## config.mk

```make
export PLATFORM = sky130hd
export DESIGN_NAME = y_requant_buf_flat
export DESIGN_NICKNAME = d
export VERILOG_FILES = /design/src/rtl/conv_pkg.sv /design/src/rtl/y_requant_buf_if.sv /design/src/rtl/y_requant_buf_sync_fifo.sv /design/src/rtl/y_requant_buf.sv /design/src/flat_wrapper.sv
export SDC_FILE = /design/constraint.sdc
export NUM_CORES = 1
export LEC_CHECK = 0
export BUFFER_PORTS_ARGS = -buffer_cell sky130_fd_sc_hd__buf_2
export CORE_ASPECT_RATIO = 0.5
export CORE_MARGIN = 2
export CORE_UTILIZATION = 45
export CTS_CLUSTER_DIAMETER = 150
export DETAILED_ROUTE_END_ITERATION = 6
export PLACE_DENSITY_LB_ADDON = 0.25
export SYNTH_ARGS = -nofsm -noshare
export SYNTH_HDL_FRONTEND = slang
export SYNTH_SLANG_ARGS = --single-unit
```

## constraint.sdc

```tcl
create_clock -name clk -period 6.6 [get_ports clk]
set_input_delay 0 -clock clk [delete_from_list [all_inputs] [get_ports clk]]
set_output_delay 0 -clock clk [all_outputs]
set_load 0.02 [all_outputs]
```

## src/rtl/conv_pkg.sv

```systemverilog
// Shared constants and types for the convolution engine output path.
// Holds the frame geometry, result widths and the buffered entry type.
package conv_pkg;

    localparam int CONV_X_LEN   = 112;
    localparam int CONV_F_LEN   = 49;
    localparam int CONV_POINTS  = CONV_X_LEN - CONV_F_LEN + 1;
    localparam int CONV_Y_WIDTH = 26;
    localparam int CONV_Q_WIDTH = 16;

    // One buffered requantized sample plus its end-of-frame marker.
    typedef struct packed {
        logic                           last;
        logic signed [CONV_Q_WIDTH-1:0] data;
    } y_entry_t;

endpackage

```

## src/rtl/y_requant_buf_if.sv

```systemverilog
// Stream bundle for y_requant_buf: input result stream and framed output stream.
// master: environment side (drives in_*, out_ready); slave: the block itself.
interface y_requant_buf_if #(
    parameter int IN_WIDTH  = 26,
    parameter int OUT_WIDTH = 16
);
    logic signed [IN_WIDTH-1:0]  in_data;
    logic                        in_valid;
    logic                        in_ready;
    logic signed [OUT_WIDTH-1:0] out_data;
    logic                        out_valid;
    logic                        out_ready;
    logic                        out_last;

    modport master (
        output in_data, in_valid, out_ready,
        input  in_ready, out_data, out_valid, out_last
    );

    modport slave (
        input  in_data, in_valid, out_ready,
        output in_ready, out_data, out_valid, out_last
    );
endinterface

```

## src/rtl/y_requant_buf_sync_fifo.sv

```systemverilog
// sync_fifo: small synchronous FIFO with registered occupancy.
// Ports: clk, reset (sync, active-high), wr_en/wr_data, rd_en/rd_data, full, empty.
module sync_fifo #(
    parameter int WIDTH = 17,
    parameter int DEPTH = 4
) (
    input  logic             clk,
    input  logic             reset,
    input  logic             wr_en,
    input  logic [WIDTH-1:0] wr_data,
    input  logic             rd_en,
    output logic [WIDTH-1:0] rd_data,
    output logic             full,
    output logic             empty
);
    localparam int AW = $clog2(DEPTH);
    localparam int CW = AW + 1;

    logic [WIDTH-1:0] mem_q [DEPTH];
    logic [WIDTH-1:0] mem_d [DEPTH];
    logic [AW-1:0]    wptr_q, wptr_d;
    logic [AW-1:0]    rptr_q, rptr_d;
    logic [CW-1:0]    count_q, count_d;
    logic             wr, rd;

    assign full    = (count_q == CW'(DEPTH));
    assign empty   = (count_q == '0);
    assign rd_data = mem_q[rptr_q];

    always_comb begin
        wr      = wr_en && !full;
        rd      = rd_en && !empty;
        mem_d   = mem_q;
        wptr_d  = wptr_q;
        rptr_d  = rptr_q;
        count_d = count_q;
        if (wr) begin
            mem_d[wptr_q] = wr_data;
            // DEPTH is a power of two, so pointers wrap naturally.
            wptr_d = wptr_q + 1'b1;
        end
        if (rd) begin
            rptr_d = rptr_q + 1'b1;
        end
        case ({wr, rd})
            2'b10:   count_d = count_q + 1'b1;
            2'b01:   count_d = count_q - 1'b1;
            default: count_d = count_q;
        endcase
    end

    // Storage is cleared on reset so the head reads 0 while empty.
    always_ff @(posedge clk) begin
        if (reset) begin
            for (int i = 0; i < DEPTH; i++) begin
                mem_q[i] <= '0;
            end
            wptr_q  <= '0;
            rptr_q  <= '0;
            count_q <= '0;
        end else begin
            mem_q   <= mem_d;
            wptr_q  <= wptr_d;
            rptr_q  <= rptr_d;
            count_q <= count_d;
        end
    end
endmodule

```

## src/rtl/y_requant_buf.sv

```systemverilog
// y_requant_buf: requantizes signed conv results to OUT_WIDTH (round-half-up,
// saturating), buffers them with an end-of-frame tag every CONV_POINTS outputs.
// Ports: clk, reset (sync, active-high), bus (y_requant_buf_if.slave), sat_flag (sticky).
// Optional: define REQUANT_RELU_EN to force negative results to 0 after saturation.
module y_requant_buf
    import conv_pkg::*;
#(
    parameter int IN_WIDTH    = CONV_Y_WIDTH,
    parameter int OUT_WIDTH   = CONV_Q_WIDTH,
    parameter int SHIFT       = 8,
    parameter int DEPTH       = 4,
    parameter int CONV_POINTS = conv_pkg::CONV_POINTS
) (
    input  logic             clk,
    input  logic             reset,
    y_requant_buf_if.slave   bus,
    output logic             sat_flag
);
    localparam int FCW = $clog2(CONV_POINTS);
    localparam int XW  = IN_WIDTH + 1;

    localparam logic signed [XW-1:0] RND   = XW'(1) <<< (SHIFT - 1);
    localparam logic signed [XW-1:0] Q_MAX = XW'((64'd1 << (OUT_WIDTH - 1)) - 64'd1);
    localparam logic signed [XW-1:0] Q_MIN = -Q_MAX - XW'(1);
    localparam logic [FCW-1:0]       F_LAST = FCW'(CONV_POINTS - 1);

    logic signed [XW-1:0]        t_ext;
    logic signed [XW-1:0]        rq;
    logic                        sat_hi, sat_lo;
    logic signed [OUT_WIDTH-1:0] q_sat;
    logic signed [OUT_WIDTH-1:0] q_out;
    logic                        push, pop;
    logic                        full, empty;
    logic [FCW-1:0]              fcnt_q, fcnt_d;
    logic                        sat_q, sat_d;
    y_entry_t                    wr_entry;
    y_entry_t                    rd_entry;

    // Widen by one bit so adding the rounding constant cannot overflow.
    always_comb begin
        t_ext  = $signed({bus.in_data[IN_WIDTH-1], bus.in_data}) + RND;
        rq     = t_ext >>> SHIFT;
        sat_hi = (rq > Q_MAX);
        sat_lo = (rq < Q_MIN);
        if (sat_hi) begin
            q_sat = Q_MAX[OUT_WIDTH-1:0];
        end else if (sat_lo) begin
            q_sat = Q_MIN[OUT_WIDTH-1:0];
        end else begin
            q_sat = rq[OUT_WIDTH-1:0];
        end
`ifdef REQUANT_RELU_EN
        q_out = q_sat[OUT_WIDTH-1] ? '0 : q_sat;
`else
        q_out = q_sat;
`endif
    end

    assign bus.in_ready  = !full;
    assign bus.out_valid = !empty;
    assign push          = bus.in_valid && !full;
    assign pop           = !empty && bus.out_ready;

    always_comb begin
        wr_entry.last = (fcnt_q == F_LAST);
        wr_entry.data = q_out;
        fcnt_d        = fcnt_q;
        // Saturation only counts for samples that actually enter the buffer.
        sat_d         = sat_q | (push & (sat_hi | sat_lo));
        if (push) begin
            fcnt_d = (fcnt_q == F_LAST) ? '0 : fcnt_q + 1'b1;
        end
    end

    always_ff @(posedge clk) begin
        if (reset) begin
            fcnt_q <= '0;
            sat_q  <= 1'b0;
        end else begin
            fcnt_q <= fcnt_d;
            sat_q  <= sat_d;
        end
    end

    sync_fifo #(
        .WIDTH ($bits(y_entry_t)),
        .DEPTH (DEPTH)
    ) u_fifo (
        .clk     (clk),
        .reset   (reset),
        .wr_en   (push),
        .wr_data (wr_entry),
        .rd_en   (pop),
        .rd_data (rd_entry),
        .full    (full),
        .empty   (empty)
    );

    assign bus.out_data = rd_entry.data;
    assign bus.out_last = rd_entry.last;
    assign sat_flag     = sat_q;
endmodule
```

## src/flat_wrapper.sv

```systemverilog
// flat-port wrapper written by rule: the top's interface ports become plain ports
module y_requant_buf_flat import conv_pkg::*;
#(
    parameter int IN_WIDTH    = CONV_Y_WIDTH,
    parameter int OUT_WIDTH   = CONV_Q_WIDTH,
    parameter int SHIFT       = 8,
    parameter int DEPTH       = 4,
    parameter int CONV_POINTS = conv_pkg::CONV_POINTS
)
  (clk, reset, sat_flag, bus_in_data, bus_in_valid, bus_out_ready, bus_in_ready, bus_out_data, bus_out_valid, bus_out_last);
  y_requant_buf_if #(.IN_WIDTH(IN_WIDTH), .OUT_WIDTH(OUT_WIDTH)) bus_i ();
  input  logic clk;
  input  logic reset;
  output logic sat_flag;
  input wire logic [$bits(bus_i.in_data)-1:0] bus_in_data;
  input wire logic [$bits(bus_i.in_valid)-1:0] bus_in_valid;
  input wire logic [$bits(bus_i.out_ready)-1:0] bus_out_ready;
  output wire logic [$bits(bus_i.in_ready)-1:0] bus_in_ready;
  output wire logic [$bits(bus_i.out_data)-1:0] bus_out_data;
  output wire logic [$bits(bus_i.out_valid)-1:0] bus_out_valid;
  output wire logic [$bits(bus_i.out_last)-1:0] bus_out_last;
  assign bus_i.in_data = bus_in_data;
  assign bus_i.in_valid = bus_in_valid;
  assign bus_i.out_ready = bus_out_ready;
  assign bus_in_ready = bus_i.in_ready;
  assign bus_out_data = bus_i.out_data;
  assign bus_out_valid = bus_i.out_valid;
  assign bus_out_last = bus_i.out_last;
  y_requant_buf #(.IN_WIDTH(IN_WIDTH), .OUT_WIDTH(OUT_WIDTH), .SHIFT(SHIFT), .DEPTH(DEPTH), .CONV_POINTS(CONV_POINTS)) u_core (.clk(clk), .reset(reset), .bus(bus_i), .sat_flag(sat_flag));
endmodule
```

# After elaboration in Yosys (flattened, before gate mapping)
# Cells that the tools add are included.
# totals
in_bits	30
ff_bits	82
elab_cells	48
out_inout_bits	20
# op_classes
eq_ne	4
magnitude_cmp	5
n_reduce_logical	9
mux	10
bitwise	5
add_sub_neg	6
# ops
cell	count
68-bit bitwise mux	1
17-bit two-way mux	3
17-bit binary-select mux with 2-bit select	1
17-bit demux with 2-bit select	1
16-bit two-way mux	2
26-bit by 9-bit adder with 27-bit output (second input constant)	1
19-bit by 16-bit greater-than comparator with 1-bit output (second input constant)	1
19-bit by 16-bit less-than comparator with 1-bit output (second input constant)	1
6-bit by 1-bit adder with 6-bit output (second input constant)	1
6-bit equality test (second input constant)	1
3-bit >= comparator (second input constant)	2
6-bit two-way mux	1
2-bit NOT with 3-bit output	2
3-bit one-hot mux with 2 select lines	1
1-bit logical AND	5
2-bit by 1-bit adder with 2-bit output (second input constant)	2
3-bit by 1-bit adder with 3-bit output (second input constant)	1
3-bit equality test (second input constant)	1
3-bit zero test	1
3-bit by 1-bit less-than comparator with 1-bit output (second input constant)	1
3-bit by 1-bit subtractor with 3-bit output (second input constant)	1
2-bit by 1-bit equality test with 1-bit output (second input constant)	1
2-bit equality test (second input constant)	1
1-bit zero test	2
3 further kinds	4

# Logic depth before layout (Yosys ltp)
# depth
depth_word	6
depth_mapped	10
depth_no_buf	9

# Hierarchy
# A second synthesis with hierarchy kept.
# unflattened
cells_unflattened	434
hier_area_um2	4559.4
# by_module_without_submodules
module	area_per_inst_um2	seq_area_each_um2	n_inst	cells_each
sync_fifo	3572.2	1501.4	1	312
y_requant_buf	987.2	140.1	1	122

# Worst setup path after synthesis
# OpenSTA, ideal clock, no wires.
# synth_timing
path_type	reg-to-reg
from	reg u_core.u_fifo.count_q[0]
to	reg u_core.u_fifo.count_q[2]
required_ps	6530
slack_ps	4034
path_stages_with_launch	11
period_less_slack_ps	2566
n_path_buf	1
arrival_time_ps	2495
setup_time_ps	70
path_cell_list	dfxtp_1 -> or3b_2 -> and2_1 -> clkbuf_1 -> inv_1 -> ha_1 -> inv_1 -> fa_1 -> xor2_1 -> or3_1 -> a21oi_1
# synth_between
elab_chain_len	6
word_cells_on_any_way	14
cone_classes	2 x add/sub; 3 x eq/ne; 1 x mux; 8 x reduce/logical
# synth_lines
item	line_no	text
from (decl)	y_requant_buf_sync_fifo.sv:23	logic [CW-1:0] count_q, count_d;
from (signal assigned)	y_requant_buf_sync_fifo.sv:65	count_q <= count_d;
3-bit equality test *	y_requant_buf_sync_fifo.sv:26	assign full = (count_q == CW'(DEPTH));
1-bit zero test *	n/a	
net bus_in_ready	flat_wrapper.sv:18	output wire logic [$bits(bus_i.in_ready)-1:0] bus_in_ready;
1-bit logical AND	y_requant_buf.sv:61	assign push = bus.in_valid && !full;
1-bit logical AND *	y_requant_buf_sync_fifo.sv:31	wr = wr_en && !full;
2-bit by 1-bit equality test with 1-bit output or 2-bit equality test (tied branches)	y_requant_buf_sync_fifo.sv:45	case ({wr, rd})
3-bit one-hot mux with 2 select lines or 2-bit nonzero test (tied branches)	n/a	
# Mark *: on every way through the listed nets, which the timed path passes. The rest lies on a longest branch.
# A chain may end at the register's enable or synchronous reset.

# Worst setup path in the final report
# layout_timing
from	reg u_core.u_fifo.count_q[0]
to	reg u_core.u_fifo.count_q[2]
# layout_between
elab_chain_len	6
word_cells_on_any_way	14
cone_classes	2 x add/sub; 3 x eq/ne; 1 x mux; 8 x reduce/logical
# layout_lines
item	line_no
3-bit equality test or 3-bit zero test (tied branches)	y_requant_buf_sync_fifo.sv:26, y_requant_buf_sync_fifo.sv:27
1-bit zero test (on tied branches)	n/a
1-bit logical AND (on tied branches)	y_requant_buf.sv:61, y_requant_buf.sv:62
1-bit logical AND (on tied branches)	y_requant_buf_sync_fifo.sv:31, y_requant_buf_sync_fifo.sv:32
2-bit by 1-bit equality test with 1-bit output or 2-bit equality test (tied branches)	y_requant_buf_sync_fifo.sv:45
3-bit one-hot mux with 2 select lines or 2-bit nonzero test (tied branches)	n/a
# Several ways; a longest one is shown, not always the timed one.

==> results by group <==
STA
  • Slew margin rel.: 39.2%
  • Final setup violation count: 0
  • Setup_tns: 0 ns
  • RSZ-0062 raised after global routing: false
  • Fin worst setup slack: 3.70 ns
  • Worst clock skew: 0.00777 ns
  • Fin. Hold Viols: 0
  • FMAX: 0.345 GHz
  • Worst slew pin tran: 0.912 ns
  • Final Cycle Share: 43.9%
  • Final Critical Period: 2.90 ns
  • Fin. max-slew vios: 0

Worst setup path
  • Critical Path Sink Type: flop
  • CP delay by family, top: simple AND/OR/NAND/NOR gates
  • Register-to-register setup slack: 3.70 ns
  • Crit path buf inv count: 2
  • Critical path class: reg -> reg
  • Reg-to-Reg End: u_core.u_fifo.count_q[2]$_SDFFE_PP0P_
  • Critical path, cell by cell: or3b_2 -> and2_1 -> inv_1 -> ha_1 -> inv_1 -> fa_1 -> xor2_1 -> or3_1 -> a21oi_1
  • Crit-path most repeated cell: inv_1
  • CP max-delay cell: or3b_2
  • Worst Path Required: 6.87 ns
  • Worst path max stage delay: 0.49 ns
  • Worst R2R Path Depth: 9
  • Reg2reg start: u_core.u_fifo.count_q[0]$_SDFFE_PP0P_
  • CP max FO: 24
  • Type of origin of the critical path: flop
  • CP arrival: 3.17 ns

Synth
  • Yosys cell types: 41
  • Synthesized Nets: 430
  • Area leader, netlist: dfxtp_1
  • Syn Inst Count: 392
  • Number of synthesized register bits: 82
  • Syn avg cell area: 9.54 sq um
  • Number of flops mapped to enable cells by yosys: 0
  • Yosys warns: 0
  • Area of the mapped netlist: 3740 sq um
  • Post-synthesis sequential area ratio: 43.9%
  • Ys async rst share: 0%
  • Ys flop type: dfxtp_1
  • Synth area leaders: dfxtp_1 44%, mux4_2 10%, nand2_1 7.1%
  • Area share of the largest cell type after synthesis: 43.9%

Die
  • FP Rows: 23
  • Die area: 9100 sq um
  • Chip height: 68.5 um
  • Area of the core: 8030 sq um
  • Initial Utilization: 46.6%
  • DIE WIDTH: 133 um
  • Io pins: 50

Global routing
  • Met1 GRT Util: 27.3%
  • Gr ovfl total: 0
  • Initial antenna violation count: 0
  • Global route hottest layer: met2
  • Number of global-route vias before repair: 2651
  • Total track usage: 20.2%
  • Largest net degree at the start of global routing: 27
  • Met2 Use GR: 31.9%
  • First-pass GRT wire length: 13.7 mm
  • Met3 global-route usage: 6.00%

Routing
  • Via-to-Cell Ratio: 5.32
  • Antenna Nets Post-Route: 0
  • WL final: 8.46 mm
  • First DRT Iteration DRCs: 143
  • Via count: 2918
  • Wire per inst: 15.4 um
  • Drt first pass iters: 4
  • Remaining DRCs: 0

Placed design
  • Dpl hpwl: 5.83 mm
  • Final RePlAce weighted congestion: 0.957
  • Place WS: 3.71 ns
  • Cell count after placement: 532
  • IO buf count: 42

Worst hold path
  • Hold Path End: u_core.sat_flag$_SDFF_PP0_
  • Worst min-delay path class: in -> reg
  • Hold path cells: 3
  • Min-delay src: bus_in_valid

Clock tree
  • Root Driver: clkbuf_16
  • # H-tree levels: 3
  • Worst-Skew Late Latency: 0.34 ns
  • Post-CTS setup buffers: 0
  • CTS Buffer Depth: 2
  • Hold_buf cts: 0
  • Post_cts resized: 0
  • Sink Count: 82
  • Cts bufs inserted: 9
  • CTS tree: built
  • Clk slew on worst S/H paths: 0.06 ns

Finish
  • ANT cells: 0
  • Layout area overhead: 15.4%
  • Utilization after layout: 53.8%
  • Nets: 469
  • Share of layout cells above drive strength 1: 26.8%
  • Fin cells: 548

Power
  • PwrDens: 324 nW/um^2
  • Worst VDD drop: 0.156 mV
  • LEAKAGE: 1.66 nW

Flow run
  • Max-cap viol count: 0

Status
  • Status: completed
synthesized netlist by cell type, types with 4 or more instances:
| cell | number |
|---|---|
| nor2_1 | 25 |
| xor2_1 | 11 |
| buf_6 | 4 |
| dfxtp_1 | 82 |
| mux4_2 | 17 |
| a21oi_1 | 22 |
| and2_2 | 4 |
| nand2_1 | 71 |
| or3_1 | 4 |
| clkbuf_1 | 12 |
| xnor2_1 | 9 |
| nand3_1 | 18 |
| a22o_2 | 24 |
| ha_1 | 7 |
| nand4_1 | 4 |
| o21ai_0 | 38 |
| inv_1 | 10 |
how the worst max path moves through the flow:
stage,from,endpoint,slack (ns),cells after the start
after floorplan,u_core.u_fifo.count_q[0]$_SDFFE_PP0P_,u_core.u_fifo.count_q[2]$_SDFFE_PP0P_,4.03,10
after global placement,u_core.u_fifo.count_q[0]$_SDFFE_PP0P_,u_core.u_fifo.count_q[2]$_SDFFE_PP0P_,3.73,9
after detailed placement,u_core.u_fifo.count_q[0]$_SDFFE_PP0P_,u_core.u_fifo.count_q[2]$_SDFFE_PP0P_,3.71,9
after CTS,u_core.u_fifo.count_q[0]$_SDFFE_PP0P_,u_core.u_fifo.count_q[2]$_SDFFE_PP0P_,3.69,9
after global routing,u_core.u_fifo.count_q[2]$_SDFFE_PP0P_,u_core.u_fifo.count_q[2]$_SDFFE_PP0P_,3.43,9
final,u_core.u_fifo.count_q[0]$_SDFFE_PP0P_,u_core.u_fifo.count_q[2]$_SDFFE_PP0P_,3.70,9
cell families (layout without fill, tap and decap cells):
logic type / after synthesis / in the layout / synth area share [%]
buf+inv: 29 / 73 / 3.78
fa+ha+maj: 8 / 8 / 2.88
xor+xnor: 20 / 20 / 4.68
flops: 82 / 82 / 43.9
compound gates: 96 / 96 / 17.5
simple gates: 140 / 140 / 17.0
mux: 17 / 17 / 10.2
flip-flops by register name (all words and copies together), names as in the netlist:
signal	cells
u_core.u_fifo.wptr_q	2
u_core.sat_flag	1
u_core.u_fifo.mem_q	68
u_core.u_fifo.rptr_q	2
u_core.fcnt_q	6
u_core.u_fifo.count_q	3
tightest hold or removal path, delay by kind of cell:
kind	cells	cell delay, ns
AO/OA/AOI/OAI	1	0.09
buffers and inverters	1	0.10
AND/OR/NAND/NOR	1	0.13
metal layers:
layer | wire length (um) | vias to the layer above | share of wire, %
li1 | - | 1483 | -
met1 | 4180 | 1383 | 49
met2 | 3860 | 47 | 46
met3 | 359 | 5 | 4.2
met4 | 63 | 0 | 0.74
met5 | 0 | - | 0
layout make-up:
class,count,area (sq um)
Clock buffer,10,239
Timing Repair Buffer,47,248
Sequential cell,82,1640
Fill cell,757,3710
Inverter,10,37.5
Multi-Input combinational cell,281,1960
Clock inverter,6,50.0
Tap cell,112,140
cells in the final DEF, fill, tap and decap left out, drive strengths merged, types with 2 or more instances in the layout:
| cell | n |
|---|---|
| xor2 | 11 |
| a31oi | 2 |
| a21oi | 22 |
| nor2 | 25 |
| nand2 | 71 |
| nand3 | 18 |
| and4 | 3 |
| clkinvlp | 4 |
| ha | 7 |
| and3 | 2 |
| or3 | 4 |
| buf | 47 |
| mux4 | 17 |
| inv | 11 |
| nor3 | 2 |
| a22o | 24 |
| and2 | 6 |
| xnor2 | 9 |
| o2bb2ai | 2 |
| clkbuf | 10 |
| dfxtp | 82 |
| o31ai | 2 |
| nand4 | 5 |
| o21ai | 38 |
| o211ai | 2 |
where the power goes:
part	internal [W]	total, W	leakage, nW	switching (W)
registers	0.000545	0.000586	0.666	0.0000403
clock network	0.000268	0.000476	0.129	0.000208
logic	0.000142	0.000339	0.861	0.000197
metrics by stage:
step | total power (W) | cell area (sq um) | hold WS, ns
finish | 0.00140 | 4320 | 0.0363
global route | 0.00147 | 4320 | 0.0474
detailed placement | 0.000938 | 4030 | 0.388
CTS | 0.00141 | 4320 | 0.0347
global placement | 0.000934 | 4030 | 0.391
floorplan | 0.000836 | 3740 | 0.230
No activity file was read; power rests on OpenSTA's default activity.
